==> src/rtl/bus_decode_pkg.sv <==
// Shared types and fixed decode windows for the 8088 bus cycle decoder.
package bus_decode_pkg;

    typedef enum logic [2:0] {
        IDLE,
        LATCH,
        ADDR_HELD,
        XFER,
        RELEASE
    } bus_state_t;

    typedef logic [3:0] cs_t;

    localparam int CS_MEM_LO = 0;
    localparam int CS_MEM_HI = 1;
    localparam int CS_IO_LO  = 2;
    localparam int CS_IO_HI  = 3;

    localparam logic [31:0] MEM_LO_BASE  = 32'h0000_0000;
    localparam logic [31:0] MEM_LO_LIMIT = 32'h0007_FFFF;
    localparam logic [31:0] MEM_HI_BASE  = 32'h0008_0000;
    localparam logic [31:0] MEM_HI_LIMIT = 32'h000F_FFFF;
    localparam logic [31:0] IO_LO_BASE   = 32'h0000_0000;
    localparam logic [31:0] IO_LO_LIMIT  = 32'h0000_00FF;
    localparam logic [31:0] IO_HI_BASE   = 32'h0000_1C00;
    localparam logic [31:0] IO_HI_LIMIT  = 32'h0000_1CFF;

    function automatic logic in_window(input logic [31:0] addr,
                                       input logic [31:0] base,
                                       input logic [31:0] limit);
        return (addr >= base) && (addr <= limit);
    endfunction

endpackage

==> src/rtl/addr_window_decode.sv <==
// Combinational address-window decode: latched address and cycle type to one-hot chip select.
module addr_window_decode
    import bus_decode_pkg::*;
#(
    parameter int ADDRESS_WIDTH = 20
) (
    input  logic [ADDRESS_WIDTH-1:0] address,
    input  logic                     iom,
    output cs_t                      cs,
    output logic                     unmapped
);

    logic [31:0] addr_ext;

    assign addr_ext = 32'(address);

    always_comb begin
        cs = '0;
        if (iom) begin
            cs[CS_IO_LO] = in_window(addr_ext, IO_LO_BASE, IO_LO_LIMIT);
            cs[CS_IO_HI] = in_window(addr_ext, IO_HI_BASE, IO_HI_LIMIT);
        end else begin
            cs[CS_MEM_LO] = in_window(addr_ext, MEM_LO_BASE, MEM_LO_LIMIT);
            cs[CS_MEM_HI] = in_window(addr_ext, MEM_HI_BASE, MEM_HI_LIMIT);
        end
        unmapped = (cs == '0);
    end

endmodule

==> src/rtl/bus_cycle_decoder.sv <==
// 8088 bus front end: latches AD/A under ALE, decodes chip selects, tracks the bus cycle.
// Wait-state insertion on READY is built only when BUS_CYCLE_DECODER_WAIT_EN is defined.
//
// state     | meaning
// IDLE      | no cycle in progress, waiting for ALE
// LATCH     | ALE high, address being sampled
// ADDR_HELD | address decoded, waiting for RD/WR (or timeout / new ALE)
// XFER      | strobe active, CS held
// RELEASE   | strobes gone, CS dropped on exit
module bus_cycle_decoder
    import bus_decode_pkg::*;
#(
    parameter int ADDRESS_WIDTH = 20,
    parameter int WAIT_CYCLES   = 2,
    parameter int TIMEOUT       = 15
) (
    input  logic                     CLK,
    input  logic                     RESET,
    input  logic                     ALE,
    input  logic                     IOM_in,
    input  logic                     RD,
    input  logic                     WR,
    input  logic [7:0]               AD,
    input  logic [ADDRESS_WIDTH-9:0] A,
    output logic [ADDRESS_WIDTH-1:0] Address,
    output logic                     IOM,
    output cs_t                      CS,
    output logic                     READY,
    output logic                     UNMAPPED,
    output logic                     ERR
);

    bus_state_t state, state_nxt;
    logic [7:0] timeout_cnt;
    logic       strobe;
    logic       both_low;
    logic       timeout_hit;
    logic       capture;
    cs_t        dec_cs;
    logic       dec_unmapped;

    addr_window_decode #(
        .ADDRESS_WIDTH(ADDRESS_WIDTH)
    ) u_decode (
        .address (Address),
        .iom     (IOM),
        .cs      (dec_cs),
        .unmapped(dec_unmapped)
    );

    always_comb begin
        strobe      = !RD || !WR;
        both_low    = !RD && !WR;
        timeout_hit = 1'b0;
        state_nxt   = state;
        case (state)
            IDLE:      if (ALE) state_nxt = LATCH;
            LATCH:     if (!ALE) state_nxt = ADDR_HELD;
            ADDR_HELD: begin
                if (strobe) begin
                    state_nxt = XFER;
                end else if (ALE) begin
                    state_nxt = LATCH;
                end else if (timeout_cnt == 8'd0) begin
                    timeout_hit = 1'b1;
                    state_nxt   = IDLE;
                end
            end
            XFER:      if (RD && WR) state_nxt = RELEASE;
            RELEASE:   state_nxt = IDLE;
            default:   state_nxt = IDLE;
        endcase
        // every edge that lands in LATCH has ALE high, so it is also a sample edge
        capture = (state_nxt == LATCH);
    end

    always_ff @(posedge CLK) begin
        if (RESET) begin
            state       <= IDLE;
            Address     <= '0;
            IOM         <= 1'b0;
            CS          <= '0;
            UNMAPPED    <= 1'b0;
            ERR         <= 1'b0;
            timeout_cnt <= '0;
        end else begin
            state    <= state_nxt;
            UNMAPPED <= 1'b0;
            if (capture) begin
                Address <= {A, AD};
                IOM     <= IOM_in;
            end
            if (capture || timeout_hit || state == RELEASE) begin
                CS <= '0;
            end else if (state == LATCH && !ALE) begin
                CS       <= dec_cs;
                UNMAPPED <= dec_unmapped;
            end
            if (state == LATCH) begin
                timeout_cnt <= 8'(TIMEOUT - 1);
            end else if (state == ADDR_HELD && timeout_cnt != 8'd0) begin
                timeout_cnt <= timeout_cnt - 8'd1;
            end
            if (both_low) ERR <= 1'b1;
        end
    end

`ifdef BUS_CYCLE_DECODER_WAIT_EN
    logic [2:0] wait_cnt;
    logic       xfer_entry;

    assign xfer_entry = (state == ADDR_HELD) && (state_nxt == XFER) && (CS != '0);

    always_ff @(posedge CLK) begin
        if (RESET) begin
            READY    <= 1'b1;
            wait_cnt <= '0;
        end else if (timeout_hit) begin
            READY    <= 1'b1;
            wait_cnt <= '0;
        end else if (xfer_entry && WAIT_CYCLES != 0) begin
            READY    <= 1'b0;
            wait_cnt <= 3'(WAIT_CYCLES - 1);
        end else if (!READY) begin
            if (wait_cnt == 3'd0) READY <= 1'b1;
            else                  wait_cnt <= wait_cnt - 3'd1;
        end
    end
`else
    logic unused_wait_cycles;

    assign unused_wait_cycles = ^3'(WAIT_CYCLES);
    assign READY              = 1'b1;
`endif

endmodule

==> config.mk <==
export PLATFORM = sky130hd
export DESIGN_NAME = bus_cycle_decoder
export DESIGN_NICKNAME = d
export VERILOG_FILES = /design/src/rtl/bus_decode_pkg.sv /design/src/rtl/addr_window_decode.sv /design/src/rtl/bus_cycle_decoder.sv
export SDC_FILE = /design/constraint.sdc
export NUM_CORES = 1
export LEC_CHECK = 0
export ABC_AREA = 1
export CORE_UTILIZATION = 25
export DETAILED_ROUTE_END_ITERATION = 10
export GPL_ROUTABILITY_DRIVEN = 0
export SLEW_MARGIN = 25
export SYNTH_ARGS = -nofsm -noshare
export SYNTH_HDL_FRONTEND = slang
export SYNTH_HIERARCHICAL = 1
export SYNTH_SLANG_ARGS = --single-unit
==> constraint.sdc <==
create_clock -name CLK -period 2.6 [get_ports CLK]
set_clock_uncertainty 0.1 [all_clocks]
set_input_delay 0.39 -clock CLK [delete_from_list [all_inputs] [get_ports CLK]]
set_output_delay 0.39 -clock CLK [all_outputs]
set_load 0.005 [all_outputs]
Word level (Yosys, flattened, before mapping)
Cells that the tools add are included.

storage, ports and cells
  word-level logic and storage cells = 59
  flip-flop bits (word level) = 38

operators by class
  order comparisons = 7
  bitwise logic cells = 1
  add/sub/neg operators = 1
  reduce and logical (&&, ||, !) cells = 22
  eq/ne operators = 5
  mux-type cells = 15

operator list
  operator                                                                             number
  20-bit by 1-bit >= comparator with 1-bit output (second input constant)              1
  20-bit by 13-bit >= comparator with 1-bit output (second input constant)             1
  20-bit >= comparator (second input constant)                                         1
  20-bit by 13-bit less-or-equal comparator with 1-bit output (second input constant)  1
  20-bit by 19-bit less-or-equal comparator with 1-bit output (second input constant)  1
  20-bit less-or-equal comparator (second input constant)                              1
  20-bit by 8-bit less-or-equal comparator with 1-bit output (second input constant)   1
  3-bit 2-to-1 mux                                                                     6
  3-bit case mux with 4 select lines                                                   1
  1-bit logical AND                                                                    8
  8-bit zero test                                                                      1
  4-bit 2-to-1 mux                                                                     2
  8-bit nonzero test                                                                   1
  8-bit by 1-bit subtractor with 8-bit output (second input constant)                  1
  3-bit by 1-bit == test with 1-bit output (second input constant)                     2
  3-bit by 2-bit == test with 1-bit output (second input constant)                     2
  4-bit zero test                                                                      1
  1-bit 2-to-1 mux                                                                     4
  2-bit 2-to-1 mux                                                                     2
  2-bit OR reduction                                                                   2
  3-bit == test (second input constant)                                                1
  1-bit zero test                                                                      3
  3-bit zero test                                                                      1
  1-bit logical OR                                                                     3
  3 further kinds                                                                      3

Longest topological paths before layout
Gate-level depths: netlist of the first run.

  depth after elaboration = 9
  gate-level depth with buffers = 12
  mapped depth without buffers = 10

Cells and area by module
Netlist of the first run, hierarchy kept.

modules (own cells, without submodules)
  module              cells each  sequential area each (um^2)  instances  area an instance (um^2)
  bus_cycle_decoder   291         760.7                        1          1905.6
  addr_window_decode  25          0.0                          1          98.8

Least setup slack after synthesis of the first run
No wires, ideal clock.

  path type = register to register
  start = reg timeout_cnt[0]
  end = reg Address[10]
  clock period less this slack = 1548 ps
  cell stages (with the launch flop) = 11
  slack = 1052 ps
  buffers on the path = 1
  data required time = 2387 ps
  arrival time = 1336 ps
  cell sequence = dfxtp_1 > inv_1 > ha_1 > inv_1 > nor2_1 > nand2_1 > nand3_2 > clkbuf_1 > nand4_1 > nand2_1 > nor2_1

between the ends
  longest elaborated chain between the ends = 6

RTL lines
  item                                      line                      text
  start, declared                           bus_cycle_decoder.sv:34   logic [7:0] timeout_cnt;
  start signal, assigned                    bus_cycle_decoder.sv:100  timeout_cnt <= 8'(TIMEOUT - 1);
  start signal, assigned                    bus_cycle_decoder.sv:102  timeout_cnt <= timeout_cnt - 8'd1;
  8-bit zero test                           bus_cycle_decoder.sv:64   end else if (timeout_cnt == 8'd0) begin
  3-bit 2-to-1 mux                          bus_cycle_decoder.sv:64
  3-bit 2-to-1 mux                          bus_cycle_decoder.sv:62   end else if (ALE) begin
  3-bit 2-to-1 mux                          bus_cycle_decoder.sv:60   if (strobe) begin
  3-bit case mux with 4 select lines        bus_cycle_decoder.sv:56   case (state)
  3-bit by 1-bit == test with 1-bit output  bus_cycle_decoder.sv:74   capture = (state_nxt == LATCH);
  end signal, assigned                      bus_cycle_decoder.sv:90   Address <= {A, AD};
  end, declared                             bus_cycle_decoder.sv:25   output logic [ADDRESS_WIDTH-1:0] Address,

No other way between the ends.
A chain may end at the register's enable or synchronous reset.

Worst setup path in the final report of the first run
  start = in ALE
  end = reg Address[18]

between the ends
  longest elaborated chain between the ends = 4

RTL lines
  item                                        line                     text
  start, declared                             bus_cycle_decoder.sv:19  input logic ALE,
  3-bit 2-to-1 mux                            bus_cycle_decoder.sv:62
  3-bit 2-to-1 mux                            bus_cycle_decoder.sv:60
  3-bit case mux with 4 select lines *        bus_cycle_decoder.sv:56
  3-bit by 1-bit == test with 1-bit output *  bus_cycle_decoder.sv:74

Mark *: on every way between the ends. The rest lies on a longest branch, timed or not.

==> out/metrics.csv, run 1 <==
stage;metric;value;unit
status;status;completed;
run;cap_violations;0;
place;post-dp-hpwl;3.61;mm
route;firstDrtPassIters;5;
power;vdd_drop_max;247;uV
timing;fin_setup_tns;0;ns
floorplanning;start_util;25.9;%
route;vias_per_cell;4.28;
clock_network;root_buffer;clkbuf_8;
clock_network;cts.sinks;38;
floorplanning;design.core.area;0.00773;mm^2
timing;min_period_over_period;72.7;%
route;avgRoutedWirePerCell;10.3;um
synthesis;netlist_instances;316;
grt;met3_usage;3.02;%
clock_network;ctsHtreeMaxLevel;2;
route;num_vias;2013;
synthesis;synth_top_flop_cell;dfxtp_1;
synthesis;synth_compound_area_share;3.68;%
synthesis;synth_async_sr_flop_share;0;%
synthesis;synth_top_cell_area_share;38.0;%
finish;drive_gt1_share;7.07;%
timing;max_freq;0.529;GHz
synthesis;avgSynthCellArea;6.34;um^2
grt;grt_pass1_vias;1692;
power;powerDensity;708;mW/mm^2
setup_path;critPathRequiredTime;2.73;ns
synthesis;yosys.area_share.adder;1.25;%
synthesis;synth_edf_count;0;
grt;antenna_found_initial;0;
synthesis;synth-simple-area-share;41.4;%
synthesis;synth_area_leaders;dfxtp_1 38%, nor2_1 15%, nand2_1 13%, inv_1 8.6%, nand4_1 6.6%;
clock_network;cts.path.max_buffers;2;
power;seqPwrFrac;40.3;%
timing;setup_viol;0;
timing;hold_viol_final;0;
setup_path;slowest_delay;0.54;ns
route;ant_nets;0;
worst_hold_path;hold_path.class;reg -> reg;
power;leakagePower;1.28;nW
floorplanning;die_y;91.5;um
setup_path;cp.arrival;2.02;ns
finish;final_area;0.00271;mm^2
setup_path;crit_chain;clkdlybuf4s50_1 > inv_1 > nand3_2 > nand2_2 > nor2_4 > nand2_1 > nor2_4 > nor2_1 > nor2_1;
finish;diodes;0;
grt;grt_pass1_wl;7.98;mm
power;power.internal;1.24;mW
clock_network;post_cts_buffers;0;
route;drt-total-wl;4.86;mm
grt;grt_start_max_net_pins;23;
grt;grt.busiest_layer;met2;
clock_network;clkTransAtPathRegs;0.07;ns
synthesis;muxShareOfSynthArea;0;%
synthesis;synth_area_leader_cell;dfxtp_1;
synthesis;synth_common_cells;80 x nor2_1, 71 x nand2_1, 46 x inv_1;
power;clockPowerShare;21.9;%
grt;met1_usage;15.5;%
power;pwr-share-comb;37.7;%
setup_path;crit_family;simple AND/OR/NAND/NOR gates;
power;p_sw;674;uW
place;dpl-instance-area;0.00261;mm^2
clock_network;clkLatencyLatePin;0.29;ns
route;drc;0;
timing;rsz0062_at_grt;no;
synthesis;syn_nets;344;
timing;fin_crit;1.89;ns
setup_path;cp-end-kind;flip-flop;
floorplanning;die_area;0.00838;mm^2
clock_network;cts_tree;done;
setup_path;startpoint_type;primary input;
synthesis;ys_warn_count;6;
grt;grt-ovfl-total;0;
floorplanning;dieWidth;91.5;um
timing;drv_slew;0;
floorplanning;boundaryPins;54;
finish;final_nets;395;
synthesis;yosysSeqAreaShare;38.0;%
grt;grtUsageMet2;18.4;%
synthesis;synthesis.area;0.00200;mm^2
power;p_sw_share;35.2;%
clock_network;post_cts_resized;0;
synthesis;synth_xor_area_share;2.18;%
setup_path;cpMaxStageDelayCell;clkdlybuf4s50_1;
finish;syn_to_final_growth;35.0;%
place;io_buffers;52;
clock_network;hold_buffers;0;
synthesis;yosys_register_bits;38;
synthesis;synth_cell_types;25;
grt;track_usage;11.9;%
clock_network;numCtsBuffers;5;
setup_path;path_buf_inv;2;
synthesis;synth_most_common_cell;nor2_1;
setup_path;critPathMaxFanout;21;
setup_path;crit_type;in -> reg;
floorplanning;row_count;32;
synthesis;synth_top_family_by_area;simple AND/OR/NAND/NOR gates;
route;drtIter0Drc;66;
-- power by group through the flow --
stage,logic [mW],clock network [mW],registers [mW]
global placement,0.718,0,0.787
finish,0.723,0.420,0.773
global route,0.815,0.460,0.788
CTS,0.732,0.434,0.775
floorplan,0.463,0,0.771
detailed placement,0.730,0,0.788
-- kinds of logic (layout without fill, tap and decap cells) --
family | Yosys count | count (layout)
xor gates and xnor gates | 5 | 5
AOI/OAI and AO/OA | 14 | 14
other | 1 | 1
and+or+nand+nor | 192 | 192
DFF | 38 | 38
buffers and inverters | 64 | 116
adders and majority gates | 2 | 2
-- layout make-up --
type | count | area, um^2
timing repair buffer | 56 | 551
clock buffer | 6 | 82.6
inverter | 52 | 195
tap | 102 | 128
multi-input combinational | 214 | 976
sequential | 38 | 761
fill | 859 | 5020
clock inverter | 2 | 12.5
-- layout by cell type, fill, tap and decap left out, drive strengths merged --
master / n
a21oi: 9
a31oi: 1
buf: 4
clkbuf: 6
clkdlybuf4s50: 52
clkinv: 1
clkinvlp: 1
conb: 1
dfxtp: 38
ha: 2
inv: 52
nand2: 72
nand3: 14
nand4: 21
nor2: 84
nor3: 1
o21a: 1
o21ai: 3
xor2: 5
-- per-layer routing --
metal	routed length, um	vias up
met5	0	-
met1	2360	885
met4	105	0
li1	-	1067
met3	227	11
met2	2160	50
-- worst reg2reg max path, stage by stage (launching register included) --
cell	delay [ns]
dfxtp_1	0.31
inv_1	0.13
ha_1	0.20
inv_1	0.05
nor2_1	0.11
nand2_1	0.09
nand3_2	0.08
nand2_1	0.10
nor2_4	0.40
nor2_1	0.08
nor2_1	0.11
-- path summary, 6_finish.rpt --
| check | start | end | slack (ns) | cells past startpoint |
|---|---|---|---|---|
| worst max register to register | timeout_cnt[0] | Address[18] | 0.79 | 10 |
| worst max-delay path | ALE | Address[18] | 0.71 | 9 |
| worst min-delay path | timeout_cnt[0] | timeout_cnt[0] | 0.37 | 2 |
| worst min register to register | timeout_cnt[0] | timeout_cnt[0] | 0.37 | 2 |
-- sequential cells by signal, indices dropped and copies added, names as in the netlist --
name and cells:
timeout_cnt 8, ERR 1, UNMAPPED 1, IOM 1
Address 20, CS 4, state 3
-- per-stage QoR --
step           setup WS, ns  hold WS [ns]  std cells  util [%]  power [mW]
6_report              0.711         0.374        470      35.0        1.92
5_1_grt               0.496         0.393        470      35.0        2.06
4_1_cts               0.682         0.375        470      35.0        1.94
3_5_place_dp          0.395         0.364        462      33.8        1.52
2_1_floorplan          1.05         0.345        316         -        1.23
3_3_place_gp          0.419         0.354        462      33.8        1.50
No activity file was read; power rests on OpenSTA's default activity.
==> run 2, diff against run 1 <==
Clock period 2.6 ns to 2 ns, I/O delays scaled along.
==> run 2 against run 1 <==
  * Sequential share of layout area fell by 1.0 points
  * Power up 45%
  * Sequential cell count unchanged
  * Sequential power up 29%
  * Non-clock buffer count up 6
  * First-iteration DRC count grew 30%
  * Critical path depth increased by 3
  * Routed wire length decreased by 2.4%
  * Clock-buffer cell count down 1
  * Via count up 1.4%
  * Clock power increased by 86%
  * Largest cell class unchanged
  * Largest power group is now combinational logic
==> out/metrics.csv, run 2 (synthesis gave the netlist of run 1 again) <==
stage;metric;value;unit;change
power;powerDensity;994;mW/mm^2;+40%
setup_path;r2r_cells;11;;+1
finish;largest_reg_flops;20;;unchanged
worst_hold_path;whs_endpoint;timeout_cnt[0];;
finish;reg.largest.list;Address (20), timeout_cnt (8), CS (4);;
finish;layout_common_cells;80 x nor2_1, 71 x nand2_1, 52 x clkdlybuf4s50_1;;
route;num_vias;2041;;+1.4%
finish;final_area;0.00281;mm^2;+3.7%
floorplanning;design.core.area;0.00773;mm^2;unchanged
setup_path;critPathMaxFanout;18;;-14%
status;status;completed;;
place;dpl-instance-area;0.00267;mm^2;+2.2%
grt;antenna_found_initial;0;;unchanged
clock_network;root_buffer;clkbuf_8;;
finish;final_nets;401;;+1.5%
worst_hold_path;hold_start;timeout_cnt[0];;
timing;setup_viol;0;;unchanged
route;drtIter0Drc;86;;+30%
timing;fin_setup_tns;0;ns;unchanged
setup_path;cp.arrival;1.87;ns;-0.15 ns
power;leakagePower;1.33;nW;+4.2%
floorplanning;boundaryPins;54;;unchanged
setup_path;regToRegEndpoint;Address[17];;
clock_network;cts_tree;done;;
setup_path;cp-startpoint;ALE;;
floorplanning;start_util;25.9;%;unchanged
finish;layout_commonest_cell;nor2_1;;
clock_network;cts.sinks;38;;unchanged
grt;grt_pass1_vias;1799;;+6.3%
worst_hold_path;hold_path.class;reg -> reg;;
clock_network;post_cts_resized;0;;unchanged
route;ant_nets;0;;unchanged
grt;track_usage;12.2;%;+0.28 points
power;total_power;2.79;mW;+45%
setup_path;cp-end-kind;flip-flop;;
timing;timing.final.ws_setup;0.254;ns;-0.456 ns
timing;hold_viol_final;0;;unchanged
route;avgRoutedWirePerCell;9.96;um;-3.6%
setup_path;path_common_cell;nand2_1;;
route;drc;0;;unchanged
clock_network;cts.path.max_buffers;2;;unchanged
clock_network;hold_buffers;0;;unchanged
route;drt-total-wl;4.74;mm;-2.4%
finish;regMostFlops;Address;;
grt;grt-ovfl-total;0;;unchanged
finish;drive_gt1_share;8.56;%;+1.5 points
setup_path;slowest_delay;0.56;ns;+0.02 ns
setup_path;crit_type;in -> reg;;
floorplanning;dieWidth;91.5;um;unchanged
setup_path;critPathRequiredTime;2.13;ns;-0.60 ns
run;cap_violations;0;;unchanged
worst_hold_path;whs_path_depth;2;;unchanged
place;io_buffers;52;;unchanged
finish;diodes;0;;unchanged
timing;drv_slew;0;;unchanged
clock_network;ctsHtreeMaxLevel;2;;unchanged
finish;num-fill-cells;821;;-4.4%
setup_path;crit_chain;clkdlybuf4s50_1 > inv_1 > nand2_1 > nand3_1 > nand2_1 > inv_2 > nand2_1 > inv_2 > nor2_4 > buf_12 > nor2_1 > nor2_1;;
clock_network;post_cts_buffers;0;;unchanged
setup_path;crit_family;buffers and inverters;;
floorplanning;die_y;91.5;um;unchanged
timing;rsz0062_at_grt;no;;
floorplanning;die_area;0.00838;mm^2;unchanged
clock_network;numCtsBuffers;5;;unchanged
setup_path;path_buf_inv;5;;+3
route;firstDrtPassIters;4;;-1
floorplanning;row_count;32;;unchanged
setup_path;rr_startpoint;timeout_cnt[0];;
timing;max_freq;0.573;GHz;
route;vias_per_cell;4.29;;+0.11%
grt;grt_pass1_wl;8.21;mm;+2.9%
timing;fin_crit;1.75;ns;
setup_path;startpoint_type;primary input;;
timing;min_period_over_period;87.3;%;
setup_path;r2r_slack;0.32;ns;-0.47 ns
power;vdd_drop_max;325;uV;+32%
clock_network;clkTransAtPathRegs;0.08;ns;about the same
setup_path;cpMaxStageDelayCell;clkdlybuf4s50_1;;
finish;syn_to_final_growth;40.0;%;
place;post-place-ws;-0.0168;ns;-0.412 ns
grt;grt_start_max_net_pins;23;;unchanged
finish;post-route-util;36.3;%;+1.3 points
place;post-dp-hpwl;3.61;mm;about the same
clock_network;clkLatencyLatePin;0.29;ns;about the same
-- run 2: worst max path at each step --
| stage | endpoint | slack (ns) | depth (start not counted) |
|---|---|---|---|
| floorplan | Address[10] | 0.45 | 10 |
| global placement | Address[5] | 0.03 | 11 |
| detailed placement | Address[17] | -0.02 | 12 |
| CTS | Address[17] | 0.28 | 12 |
| global route | Address[17] | 0.05 | 12 |
| finish | Address[17] | 0.25 | 12 |
-- run 2: final cells by class --
type,instances,area [um^2],share of cell area [%]
inverters,52,195,6.96
flip-flops and latches,38,761,27.1
repair buffers,62,608,21.7
clock inverters,3,68.8,2.45
well taps,102,128,4.55
clock buffers,5,68.8,2.45
multi-input cells,214,976,34.8
-- run 2: layer usage --
| layer | track usage [%] | share of wire [%] |
|---|---|---|
| met2 | 19.6 | 46 |
| met5 | 0 | 0 |
| met1 | 15.7 | 49 |
| met4 | 5.42 | 1.2 |
| met3 | 2.26 | 4.2 |
-- run 2: per-stage QoR --
stage | cells | hold WS [ns]
3_3_place_gp | 468 | 0.355
3_5_place_dp | 468 | 0.361
5_1_grt | 476 | 0.393
6_report | 476 | 0.368
2_1_floorplan | 316 | 0.269
4_1_cts | 476 | 0.373
-- run 2: tightest hold or removal path, stage by stage, from the launching register on --
cell and delay [ns]:
dfxtp_1 0.31, nand2_1 0.06, a21oi_1 0.05
-- run 2: where the power goes --
| part | internal (mW) | switching (mW) | total [mW] |
|---|---|---|---|
| Combinational | 0.502 | 0.503 | 1.01 |
| Sequential | 0.888 | 0.112 | 1.00 |
| Clock | 0.500 | 0.282 | 0.782 |
| Total | 1.89 | 0.898 | 2.79 |
==> run 3, diff against run 2 <==
Settings changed: CORE_ASPECT_RATIO set to 0.75, GPL_ROUTABILITY_DRIVEN 0 to not set.
==> run 3 against run 2 <==
  * Critical endpoint is now Address[1]
  * Largest cell class unchanged
  * Largest power group is now registers
  * Clock power fell by 31%
  * Register-to-register slack got worse by 0.05 ns
  * Global-route usage fell by 0.13 points
  * Highest routed layer unchanged
  * Die area barely moved
  * Clock-buffer cell count rose by 2
==> out/metrics.csv, run 3 (synthesis gave the netlist of run 1 again) <==
stage;metric;value;unit;change
setup_path;cp.arrival;1.90;ns;+0.03 ns
setup_path;r2r_slack;0.27;ns;-0.05 ns
floorplanning;row_count;27;;-16%
finish;layout_commonest_cell;nor2_1;;
clock_network;cts.path.max_buffers;2;;unchanged
timing;max_freq;0.562;GHz;-1.8%
route;drt-total-wl;4.78;mm;+0.76%
power;leakagePower;1.30;nW;-2.9%
place;io_buffers;52;;unchanged
clock_network;clkLatencyLatePin;0.28;ns;about the same
grt;antenna_found_initial;0;;unchanged
route;drc;0;;unchanged
run;cap_violations;0;;unchanged
power;powerDensity;920;mW/mm^2;-7.4%
finish;diodes;0;;unchanged
place;post-dp-hpwl;3.57;mm;-1.0%
route;firstDrtPassIters;4;;unchanged
setup_path;crit_type;in -> reg;;
place;gp_congestion;0.815;;
power;seqPwrFrac;40.2;%;+4.3 points
route;num_vias;1960;;-4.0%
route;avgRoutedWirePerCell;10.1;um;+1.6%
timing;fin_crit;1.78;ns;+0.0322 ns
clock_network;ctsHtreeMaxLevel;2;;unchanged
timing;drv_slew;0;;unchanged
clock_network;hold_buffers;0;;unchanged
clock_network;numCtsBuffers;5;;unchanged
clock_network;post_cts_resized;0;;unchanged
place;post-place-ws;-0.109;ns;-0.0922 ns
status;status;completed;;
clock_network;clkTransAtPathRegs;0.07;ns;about the same
timing;min_period_over_period;88.9;%;+1.6 points
floorplanning;die_y;79.5;um;-13%
timing;hold_viol_final;0;;unchanged
finish;reg.largest.list;Address (20), timeout_cnt (8), CS (4);;
finish;final_area;0.00272;mm^2;-2.9%
clock_network;root_buffer;clkbuf_8;;
route;vias_per_cell;4.15;;-3.2%
finish;drive_gt1_share;7.82;%;-0.74 points
timing;setup_viol;0;;unchanged
worst_hold_path;hold_start;timeout_cnt[0];;
route;ant_nets;0;;unchanged
finish;regMostFlops;Address;;
power;p_sw;873;uW;-2.7%
finish;syn_to_final_growth;35.8;%;
timing;rsz0062_at_grt;no;;
setup_path;cp-startpoint;RD;;
floorplanning;dieWidth;105;um;+15%
setup_path;critPathMaxFanout;21;;+3
route;routed.top_layer;met4;;
grt;grt_pass1_wl;7.99;mm;-2.7%
setup_path;startpoint_type;primary input;;
finish;layout_common_cells;80 x nor2_1, 71 x nand2_1, 52 x clkdlybuf4s50_1;;
setup_path;cp-end-kind;flip-flop;;
floorplanning;die_area;0.00838;mm^2;about the same
grt;grt_pass1_vias;1743;;-3.1%
grt;grt_start_max_net_pins;24;;+4.3%
floorplanning;start_util;26.6;%;+0.67 points
finish;num-fill-cells;822;;+0.12%
clock_network;cts.sinks;38;;unchanged
worst_hold_path;hold_path.class;reg -> reg;;
power;p_sw_share;34.9;%;+2.7 points
power;pwr-share-comb;38.1;%;+2.0 points
finish;final_nets;398;;-0.75%
route;wl_met1;2.49;mm;+8.3%
setup_path;critPathRequiredTime;2.13;ns;about the same
floorplanning;boundaryPins;54;;unchanged
power;total_power;2.50;mW;-10%
floorplanning;design.core.area;0.00753;mm^2;-2.5%
place;dpl-instance-area;0.00263;mm^2;-1.4%
clock_network;post_cts_buffers;0;;unchanged
setup_path;rr_startpoint;timeout_cnt[0];;
power;power.internal;1.63;mW;-14%
route;wl_met2;1.96;mm;-10%
power;vdd_drop_max;304;uV;-6.5%
timing;timing.final.ws_setup;0.222;ns;-0.0322 ns
grt;grt-ovfl-total;0;;unchanged
clock_network;cts_tree;done;;
route;met3_length;262;um;+32%
route;drtIter0Drc;84;;-2.3%
grt;track_usage;12.0;%;-0.13 points
power;clockPowerShare;21.7;%;-6.4 points
finish;largest_reg_flops;20;;unchanged
[run 3: changes by cell type in the layout (fill, tap and decap cells not counted)]
cell	before	now
clkinv_2	0	1
bufinv_16	2	0
buf_12	1	0
clkbuf_1	0	1
inv_2	6	7
clkinv_4	1	0
buf_4	9	7
inv_1	46	45
clkbuf_8	5	6
[run 3: metrics by stage]
| step | hold slack, ns | util, % | cells | setup TNS (ns) |
|---|---|---|---|---|
| after floorplan | 0.269 | - | 316 | 0 |
| after global placement | 0.354 | 34.9 | 464 | -0.657 |
| after CTS | 0.368 | 36.1 | 472 | 0 |
| after detailed placement | 0.355 | 34.9 | 464 | -1.62 |
| final | 0.378 | 36.1 | 472 | 0 |
| after global routing | 0.406 | 36.1 | 472 | 0 |
[run 3: power by group through the flow]
| stage | clock network [mW] | registers [mW] | logic (mW) |
|---|---|---|---|
| 4_1_cts | 0.572 | 1.01 | 0.964 |
| 2_1_floorplan | 0 | 1.00 | 0.602 |
| 6_report | 0.543 | 1.01 | 0.955 |
| 5_1_grt | 0.599 | 1.03 | 1.09 |
| 3_5_place_dp | 0 | 1.03 | 0.960 |
| 3_3_place_gp | 0 | 1.03 | 0.945 |
[run 3: area by class of cell]
class | count | area, um^2 | share of cell area (%)
inverters | 52 | 195 | 7.17
clock buffers | 7 | 86.3 | 3.17
clock inverters | 1 | 5.00 | 0.184
repair buffers | 59 | 573 | 21.0
multi-input cells | 214 | 976 | 35.8
well taps | 101 | 126 | 4.64
flip-flops and latches | 38 | 761 | 27.9
[run 3: path summary, 6_finish.rpt]
kind	end	cells past startpoint
min	timeout_cnt[0]	2
min reg2reg	timeout_cnt[0]	2
max reg2reg	Address[1]	10
max	Address[1]	9
[run 3: per-layer routing]
metal	GRT usage, %	vias to the layer above
met5	0	-
met3	3.35	5
li1	-	1072
met1	16.2	834
met4	4.65	0
met2	18.1	49
[run 3: critical path: stages]
cell,delay [ns]
clkdlybuf4s50_1,0.47
nand2_1,0.13
nand3_1,0.14
nand2_2,0.07
nor2_4,0.08
nand2_1,0.10
nor2_4,0.40
nor2_1,0.09
nor2_1,0.11
